[config.mk]
export PLATFORM = sky130hd
export DESIGN_NAME = dsm_sample_sched
export DESIGN_NICKNAME = d
export VERILOG_FILES = /design/src/rtl/dsm_pkg.sv /design/src/rtl/dsm_sample_fifo.sv /design/src/rtl/dsm_sample_sched.sv
export SDC_FILE = /design/constraint.sdc
export NUM_CORES = 1
export LEC_CHECK = 0
export CORE_UTILIZATION = 60
export CTS_CLUSTER_DIAMETER = 50
export CTS_CLUSTER_SIZE = 25
export DETAILED_ROUTE_END_ITERATION = 8
export GPL_TIMING_DRIVEN = 0
export PLACE_DENSITY = 0.89
export SLEW_MARGIN = 20
export SYNTH_ARGS = -nofsm -noshare
export SYNTH_HDL_FRONTEND = slang
export SYNTH_SLANG_ARGS = --single-unit
[constraint.sdc]
create_clock -name clock -period 8.9 [get_ports clock]
set_input_delay 2.67 -clock clock [delete_from_list [all_inputs] [get_ports clock]]
set_output_delay 2.67 -clock clock [all_outputs]
set_load 0.1 [all_outputs]
[src/rtl/dsm_pkg.sv]
// dsm_pkg: shared types and widths for the delta-sigma modulator path
package dsm_pkg;
  localparam int DSM_DATA_W = 15;
  typedef enum logic [1:0] {IDLE = 2'd0, PRIME = 2'd1, RUN = 2'd2} state_t;
  typedef enum logic [1:0] {PWM_ZERO = 2'b00, PWM_POS = 2'b01, PWM_NEG = 2'b11} pwm_t;
endpackage

[src/rtl/dsm_sample_fifo.sv]
// dsm_sample_fifo: synchronous sample FIFO with flush, extra-MSB wrap pointers
module dsm_sample_fifo #(
  parameter int DATA_W = 15,
  parameter int DEPTH  = 4
) (
  input  logic                     clock,
  input  logic                     reset,
  input  logic                     push,
  input  logic                     pop,
  input  logic                     flush,
  input  logic [DATA_W-1:0]        wdata,
  output logic [DATA_W-1:0]        rdata,
  output logic                     full,
  output logic                     empty,
  output logic [$clog2(DEPTH):0]   level
);
  localparam int AW = $clog2(DEPTH);
  localparam logic [AW:0] FULL_LVL = DEPTH[AW:0];
  logic [DATA_W-1:0] mem [DEPTH];
  logic [AW:0] wp, rp;
  logic do_push, do_pop;
  assign level   = wp - rp;
  assign full    = level == FULL_LVL;
  assign empty   = wp == rp;
  assign rdata   = mem[rp[AW-1:0]];
  assign do_push = push && !full && !flush;
  assign do_pop  = pop && !empty && !flush;
  always_ff @(posedge clock or negedge reset)
    if (!reset) begin
      wp <= '0;
      rp <= '0;
    end else if (flush) begin
      wp <= '0;
      rp <= '0;
    end else begin
      if (do_push) wp <= wp + 1'b1;
      if (do_pop) rp <= rp + 1'b1;
    end
  always_ff @(posedge clock)
    if (do_push) mem[wp[AW-1:0]] <= wdata;
endmodule

[src/rtl/dsm_sample_sched.sv]
// dsm_sample_sched: buffers upstream samples and issues one to the modulator every osr clocks
module dsm_sample_sched
  import dsm_pkg::*;
#(
  parameter int DATA_W    = DSM_DATA_W,
  parameter int OSR_W     = 8,
  parameter int DEPTH     = 4,
  parameter int PRIME_LVL = 2
) (
  input  logic                   clock,
  input  logic                   reset,
  input  logic                   enable,
  input  logic [OSR_W-1:0]       osr,
  input  logic [DATA_W-1:0]      in_data,
  input  logic                   in_valid,
  output logic                   in_ready,
  output logic [DATA_W-1:0]      vin,
  output logic                   vin_strobe,
  output logic                   underflow,
  input  logic                   underflow_clr,
  output logic [1:0]             state,
  output logic [$clog2(DEPTH):0] level
);
  localparam logic [$clog2(DEPTH):0] PL = PRIME_LVL[$clog2(DEPTH):0];
  state_t st, st_nx;
  logic [OSR_W-1:0] cnt, osr_eff;
  logic [DATA_W-1:0] head;
  logic full, empty, push, pop, flush, tick, slot;
  assign state    = st;
  assign in_ready = st != IDLE && !full;
  assign push     = in_valid && in_ready;
  assign flush    = !enable || st == IDLE;
  assign tick     = cnt == osr_eff - 1'b1;
  assign slot     = enable && st == RUN && tick;
  assign pop      = slot && !empty;
  dsm_sample_fifo #(.DATA_W(DATA_W), .DEPTH(DEPTH)) u_fifo (
    .clock(clock), .reset(reset), .push(push), .pop(pop), .flush(flush),
    .wdata(in_data), .rdata(head), .full(full), .empty(empty), .level(level)
  );
  always_comb
    st_nx = !enable      ? IDLE :
            st == IDLE   ? PRIME :
            st == PRIME  ? (level >= PL ? RUN : PRIME) :
            st == RUN    ? (tick && empty ? PRIME : RUN) : IDLE;
  // osr is only sampled at period boundaries so a mid-period change never stretches the current slot
  always_ff @(posedge clock or negedge reset)
    if (!reset) begin
      st         <= IDLE;
      cnt        <= '0;
      osr_eff    <= OSR_W'(1);
      vin        <= '0;
      vin_strobe <= 1'b0;
      underflow  <= 1'b0;
    end else begin
      st         <= st_nx;
      vin_strobe <= slot;
      cnt        <= (st == RUN && st_nx == RUN && !tick) ? cnt + 1'b1 : '0;
      if ((st == PRIME && st_nx == RUN) || slot) osr_eff <= osr == '0 ? OSR_W'(1) : osr;
      if (flush) vin <= '0;
      else if (slot) vin <= empty ? '0 : head;
      underflow  <= (slot && empty) || (underflow && !underflow_clr);
    end
endmodule

==> flow_metrics.tcl, run 1 <==
set metrics [dict create \
    postSynthCellCount 329 \
    cts_buffers 9 \
    seqPwrFrac_pct 55.4 \
    detail_route.wl_per_cell_um 18.9 \
    antenna_left 0 \
    period_share_pct 76.9 \
    routabilityCongestion 0.848 \
    critical_path.cell_chain "clkbuf_1 > clkbuf_1 > inv_1 > fa_1 > xnor3_1 > a31oi_1 > clkdlybuf4s50_1" \
    finalHoldViolCount 0 \
    path_clk_slew_ns 0.10 \
    synth.area.top_cells "edfxtp_1 (39%), dfrtp_1 (22%), mux4_2 (7.4%)" \
    antenna_found_initial 0 \
    die_width_um 89.3 \
    peakVddDrop_v 0.000172 \
    ys_warn_count 0 \
    row_count 31 \
    multiInputGateArea_sq_um 1600 \
    syn_nets 367 \
    rsz0062_at_grt "no" \
    final-max-slew-violation-count 0 \
    diodes 0 \
    hold-worst-slack_ns 0.538 \
    io_buffer_count 50 \
    cp-end-kind "output pin" \
    grt_max_degree 23 \
    cts_tree "built" \
    dr.first_iter.drc_count 270 \
    postCtsHoldBufs 0 \
    globalRouteOverflowTotal 0 \
    cp_common_cell "clkbuf_1" \
    io_pins 51 \
    seq_area_frac_synth_pct 61.9 \
    worstPathBufferInverterCount 4 \
    post_cts_buffers 0 \
    grt_pass1_vias 2936 \
    dpl.hpwl_um 6580 \
    fin_nets 429 \
    vias 2940 \
    powerDensity_nw_per_um2 168 \
    start_kind "register" \
    synth-seq-cells 101 \
    ctsResizeCount 0 \
    r2r_slack_ns 4.69 \
    grt_pass1_wl_um 14300 \
    drt-total-wl_um 9370 \
    floorplan.initialDensity_pct 62.6 \
    skew_ns 0.0104 \
    cts_max_level 3 \
    path_max_fanout 10 \
    post-route-drc-count 0 \
    hp-class "register to register" \
    combPwrFrac_pct 8.3 \
    status "finished, final reports clean" \
    fillers 482 \
    regArea_sq_um 2830 \
    via_per_inst 5.94 \
    synth_top_cell_area_share_pct 39.4 \
    tightest_slew_ns 0.985 \
    leakagePower_nw 1.93 \
    final-setup-viol-count 0 \
    max_freq_ghz 0.146 \
    clock_latency_ns 0.37 \
    fin_total_pwr_uw 918 \
    maxCapViolations 0 \
    synth_cell_types 47 \
    core-area_sq_um 7290 \
    drive_above_1_share_pct 12.1 \
    swShare_pct 23.9 \
    internal-power_uw 699 \
    slowest_stage "clkdlybuf4s50_1" \
    slew-limit-headroom_pct 34.1 \
    critPathMaxStageDelay_ns 1.20 \
    power_frac_clock_pct 36.4 \
    grt_usage_pct 25.3 \
    path_class "register to output pin" \
    clockBufferDepth 2 \
    critPathTopFamily "buffers and inverters" \
    yosysTopAreaCell "edfxtp_1" \
    min_period_ns 6.84 \
    syn_to_final_growth_pct 19.4 \
    netlist_area_sq_um 4570 \
    die_height_um 89.3 \
    dieArea_sq_um 7970 \
    cts_sinks 101 \
    cts-root-buf "clkbuf_8" \
    fin_setup_tns_ns 0 \
    fin_util_pct 74.8 \
    firstDrtPassIters 4 \
    synth_area_per_cell_sq_um 13.9 \
    cp.arrival_ns 4.17 \
    worstPathRequired_ns 6.23 \
    switchingPower_uw 220 \
]
power groups by stage:
stage	Clock (mW)	Sequential [mW]	Combinational (mW)
6_report	0.334	0.508	0.0758
3_5_place_dp	0	0.518	0.0746
2_1_floorplan	0	0.519	0.0405
5_1_grt	0.353	0.509	0.0816
3_3_place_gp	0	0.518	0.0698
4_1_cts	0.337	0.508	0.0754
placed cells by master, fill, tap and decap left out, types with 2 or more instances in the layout:
cell	Yosys	routed
edfxtp_1	60	60
clkdlybuf4s50_1	0	49
dfrtp_1	40	40
nand2_1	19	19
a21oi_1	19	19
nor2_1	18	18
or4_1	17	17
o31ai_1	15	15
mux4_2	15	15
clkbuf_1	14	14
inv_1	11	11
xnor2_1	11	11
ha_1	9	9
clkbuf_8	0	9
nand3_1	8	8
xor2_1	7	7
and3_1	7	7
mux2_1	7	7
buf_2	4	5
nor2b_1	4	4
nor3_1	3	3
o21ai_1	3	3
inv_6	0	3
mux2_2	2	2
or3_1	2	2
o311ai_1	2	2
a31oi_1	2	2
buf_6	2	2
or2_2	2	2
a21o_1	2	2
o21ai_0	2	2
nand3b_1	2	2
a2111oi_0	2	2
o41ai_1	2	2
bufinv_16	0	2
state kept, by name, summed over array words and instances, names as in the netlist:
signal,count
cnt,8
osr_eff,8
state,2
u_fifo.mem,60
u_fifo.rp,3
u_fifo.wp,3
underflow,1
vin,15
vin_strobe,1
logic make-up (layout without fill, tap and decap cells):
kind of cell,Yosys count,count (layout),share of synthesized area [%]
DFF,101,101,61.9
xor gates and xnor gates,19,19,3.94
and+or+nand+nor,88,88,10.5
AOI/OAI and AO/OA,54,54,7.81
adders and majority gates,10,10,2.90
muxes,25,25,9.83
buffers and inverters,32,99,3.07
worst min-delay path, cell delays in order, from the launching register on:
cell,delay [ns]
dfrtp_1,0.38
o31ai_1,0.06
a21oi_1,0.06
Yosys cell counts, drive strengths merged:
cell type   n
o22ai       1
clkbuf     14
o31a        1
nand3       8
or4        17
o41ai       2
o311ai      2
mux4       15
or2         2
a2111oi     2
nor3b       1
xnor3       1
or3         2
xnor2      11
buf         7
a31o        1
nor4        1
edfxtp     60
inv        11
nor2       18
dfstp       1
o21ai       5
a31oi       2
mux2        9
a22oi       1
nor2b       4
a21oi      19
mux2i       1
nand3b      2
dfrtp      40
o211ai      1
ha          9
or3b        1
nand4       1
a21o        2
and3        7
nand2      19
fa          1
and2        1
xor2        7
nor3        3
or4b        1
o31ai      15
metrics by stage:
step           cells  area, sq um  worst slack (ns)
2_1_floorplan    329         4570              2.22
3_3_place_gp     478         5190              2.42
3_5_place_dp     479         5220              2.44
4_1_cts          495         5450              2.01
5_1_grt          495         5450              1.89
6_report         495         5450              2.06
metal layers:
metal  GRT usage (%)  up-vias  part of all wire [%]
met5               0        -                     0
met4            8.23        0                   2.0
met3            6.74       19                   5.3
met2            45.5       96                    53
met1            29.5     1460                    39
li1                -     1365                     -
final cells by class:
| type | count | share of cell area [%] |
|---|---|---|
| flip-flops and latches | 101 | 51.9 |
| multi-input cells | 196 | 29.3 |
| repair buffers | 51 | 9.59 |
| clock buffers | 9 | 2.27 |
| well taps | 99 | 2.27 |
| clock inverters | 7 | 2.09 |
| plain buffers | 21 | 1.81 |
| inverters | 11 | 0.757 |
worst paths after layout:
path | from | endpoint | depth (start not counted)
worst max-delay path | u_fifo.rp[1]$_DFFE_PN0P_ | in_ready | 7
worst min-delay path | vin[8]$_DFFE_PN0P_ | vin[8]$_DFFE_PN0P_ | 2
worst max register to register | u_fifo.rp[1]$_DFFE_PN0P_ | u_fifo.mem[0][11]$_DFFE_PP_ | 9
worst min register to register | vin[8]$_DFFE_PN0P_ | vin[8]$_DFFE_PN0P_ | 2
max in group asynchronous | reset | u_fifo.wp[2]$_DFFE_PN0P_ | 2
min in group asynchronous | reset | cnt[3]$_DFF_PN0_ | 1
Power figures use the tool's default switching activity.
==> run 2: changes to the inputs <==
--- a/config.mk
+++ b/config.mk
@@ -5,12 +5,12 @@
 export SDC_FILE = /design/constraint.sdc
 export NUM_CORES = 1
 export LEC_CHECK = 0
-export CORE_UTILIZATION = 60
+export CORE_UTILIZATION = 56
 export CTS_CLUSTER_DIAMETER = 50
 export CTS_CLUSTER_SIZE = 25
 export DETAILED_ROUTE_END_ITERATION = 8
 export GPL_TIMING_DRIVEN = 0
-export PLACE_DENSITY = 0.89
+export PLACE_DENSITY = 0.84
 export SLEW_MARGIN = 20
 export SYNTH_ARGS = -nofsm -noshare
 export SYNTH_HDL_FRONTEND = slang
==> constraint.sdc (replaced) <==
create_clock -name clock -period 6.98 [get_ports clock]
set_input_delay 2.094 -clock clock [delete_from_list [all_inputs] [get_ports clock]]
set_output_delay 2.094 -clock clock [all_outputs]
set_load 0.1 [all_outputs]
==> run 2 against run 1 <==
First-iteration DRC count decreased by 5.6%. Clock skew shrank 0.0037 ns. Core utilization decreased by 5.3 points. Register-to-register slack lost 1.9 ns. Count of clock-buffer cells in the layout unchanged. Sequential share of layout area increased by 0.28 points. Wire length is 0.61% lower. Cell count up 0.61%. Sequential power rose by 28%. Critical path type unchanged. Highest routed layer unchanged.
==> flow_metrics.tcl, run 2 (synthesis gave the netlist of run 1 again) <==
set metrics [dict create \
    fin_setup_tns_ns 0 \
    grt_max_degree 22 \
    cp.arrival_ns 4.16 \
    grt_pass1_wl_um 15100 \
    slew-limit-headroom_pct 30.7 \
    antenna_found_initial 0 \
    tightest_slew_ns 1.01 \
    finalHoldViolCount 0 \
    fin_nets 429 \
    powerDensity_nw_per_um2 207 \
    path_clk_slew_ns 0.10 \
    row_count 32 \
    status "finished, final reports clean" \
    grt_usage_pct 23.9 \
    peakVddDrop_v 0.000181 \
    die_width_um 92.3 \
    dr.first_iter.drc_count 255 \
    rsz0062_at_grt "no" \
    start_kind "register" \
    final-setup-viol-count 0 \
    largest_reg_flops 60 \
    via_per_inst 5.84 \
    fin_area_sq_um 5420 \
    io_pins 51 \
    hp-start "osr_eff[0]$_DFFE_PN1P_" \
    path_max_fanout 10 \
    postCtsHoldBufs 0 \
    routabilityCongestion 0.817 \
    cts-root-buf "clkbuf_8" \
    detail_route.wl_per_cell_um 18.7 \
    clock_latency_ns 0.37 \
    ctsResizeCount 0 \
    layout_commonest_cell "edfxtp_1" \
    hold-worst-slack_ns 0.540 \
    crit_start "u_fifo.rp[1]$_DFFE_PN0P_" \
    r2r_slack_ns 2.78 \
    drive_above_1_share_pct 11.9 \
    skew_ns 0.00676 \
    path_class "register to output pin" \
    max_freq_ghz 0.160 \
    die_height_um 92.3 \
    hold_end "osr_eff[0]$_DFFE_PN1P_" \
    drt-total-wl_um 9310 \
    cts_sinks 101 \
    firstDrtPassIters 4 \
    dpl.hpwl_um 6740 \
    grt_pass1_vias 3095 \
    hold_depth 2 \
    min_period_ns 6.26 \
    core-area_sq_um 7810 \
    dieArea_sq_um 8520 \
    worstPathRequired_ns 4.89 \
    final-max-slew-violation-count 0 \
    post_cts_buffers 0 \
    placed_area_sq_um 5220 \
    antenna_left 0 \
    cts_buffers 9 \
    cts_tree "built" \
    hp-class "register to register" \
    vias 2907 \
    final_cell_mix "edfxtp_1 (60), clkdlybuf4s50_1 (49), dfrtp_1 (40)" \
    fin_util_pct 69.5 \
    reg2reg_to "u_fifo.mem[0][4]$_DFFE_PP_" \
    clockBufferDepth 2 \
    io_buffer_count 50 \
    leakagePower_nw 1.92 \
    r2r-start "u_fifo.rp[1]$_DFFE_PN0P_" \
    worst-r2r-cell-count 9 \
    cp-end-kind "output pin" \
    cts_max_level 3 \
    diodes 0 \
    post-route-drc-count 0 \
    period_share_pct 89.7 \
    maxCapViolations 0 \
    globalRouteOverflowTotal 0 \
    floorplan.initialDensity_pct 58.5 \
    syn_to_final_growth_pct 18.7 \
]
## run 2: report_power, final
| group | internal [mW] | switching, mW |
|---|---|---|
| Clock | 0.171 | 0.208 |
| Sequential | 0.640 | 0.00748 |
| Combinational | 0.0392 | 0.0572 |
## run 2: worst max path at each step
stage,slack [ns],depth (start not counted),endpoint
final,0.72,7,in_ready
after detailed placement,1.11,7,in_ready
after global placement,1.16,7,in_ready
after floorplan,0.88,6,in_ready
after CTS,0.69,7,in_ready
after global routing,0.53,7,in_ready
## run 2: critical path, stage by stage, from the launching register on
cell and delay [ns]:
dfrtp_1 0.37, clkbuf_1 0.37, clkbuf_1 0.52, inv_1 0.20
fa_1 0.45, xnor3_1 0.42, a31oi_1 0.27, clkdlybuf4s50_1 1.19
## run 2: layout make-up
class	instances	area, sq um
inverter	11	41.3
multi-input combinational	196	1600
clock buffer	9	124
sequential	101	2830
timing repair buffer	51	523
buffer	21	98.8
fill	566	2380
tap	102	128
clock inverter	7	81.3
## run 2: layer usage
| layer | GRT usage, % | up-vias | part of all wire (%) | wire length (um) |
|---|---|---|---|---|
| met3 | 4.52 | 9 | 3.8 | 356 |
| met1 | 28.0 | 1451 | 41 | 3800 |
| met2 | 42.1 | 79 | 54 | 5020 |
| li1 | - | 1368 | - | - |
| met4 | 11.5 | 0 | 1.5 | 140 |
| met5 | 0 | - | 0 | 0 |
## run 2: stage by stage
stage	setup WS, ns	std cells	power, mW
2_1_floorplan	0.877	329	0.713
3_3_place_gp	1.16	481	0.751
3_5_place_dp	1.11	482	0.756
4_1_cts	0.691	498	1.13
5_1_grt	0.525	498	1.16
6_report	0.722	498	1.12
==> run 3: changes to the inputs <==
--- a/config.mk
+++ b/config.mk
@@ -5,12 +5,14 @@
 export SDC_FILE = /design/constraint.sdc
 export NUM_CORES = 1
 export LEC_CHECK = 0
+export CAP_MARGIN = 30
 export CORE_UTILIZATION = 56
 export CTS_CLUSTER_DIAMETER = 50
 export CTS_CLUSTER_SIZE = 25
 export DETAILED_ROUTE_END_ITERATION = 8
 export GPL_TIMING_DRIVEN = 0
 export PLACE_DENSITY = 0.84
+export SETUP_SLACK_MARGIN = 0.4
 export SLEW_MARGIN = 20
 export SYNTH_ARGS = -nofsm -noshare
 export SYNTH_HDL_FRONTEND = slang
==> results of run 3 <==
Same layout as run 2: the final DEF is identical, and so are final timing and power.
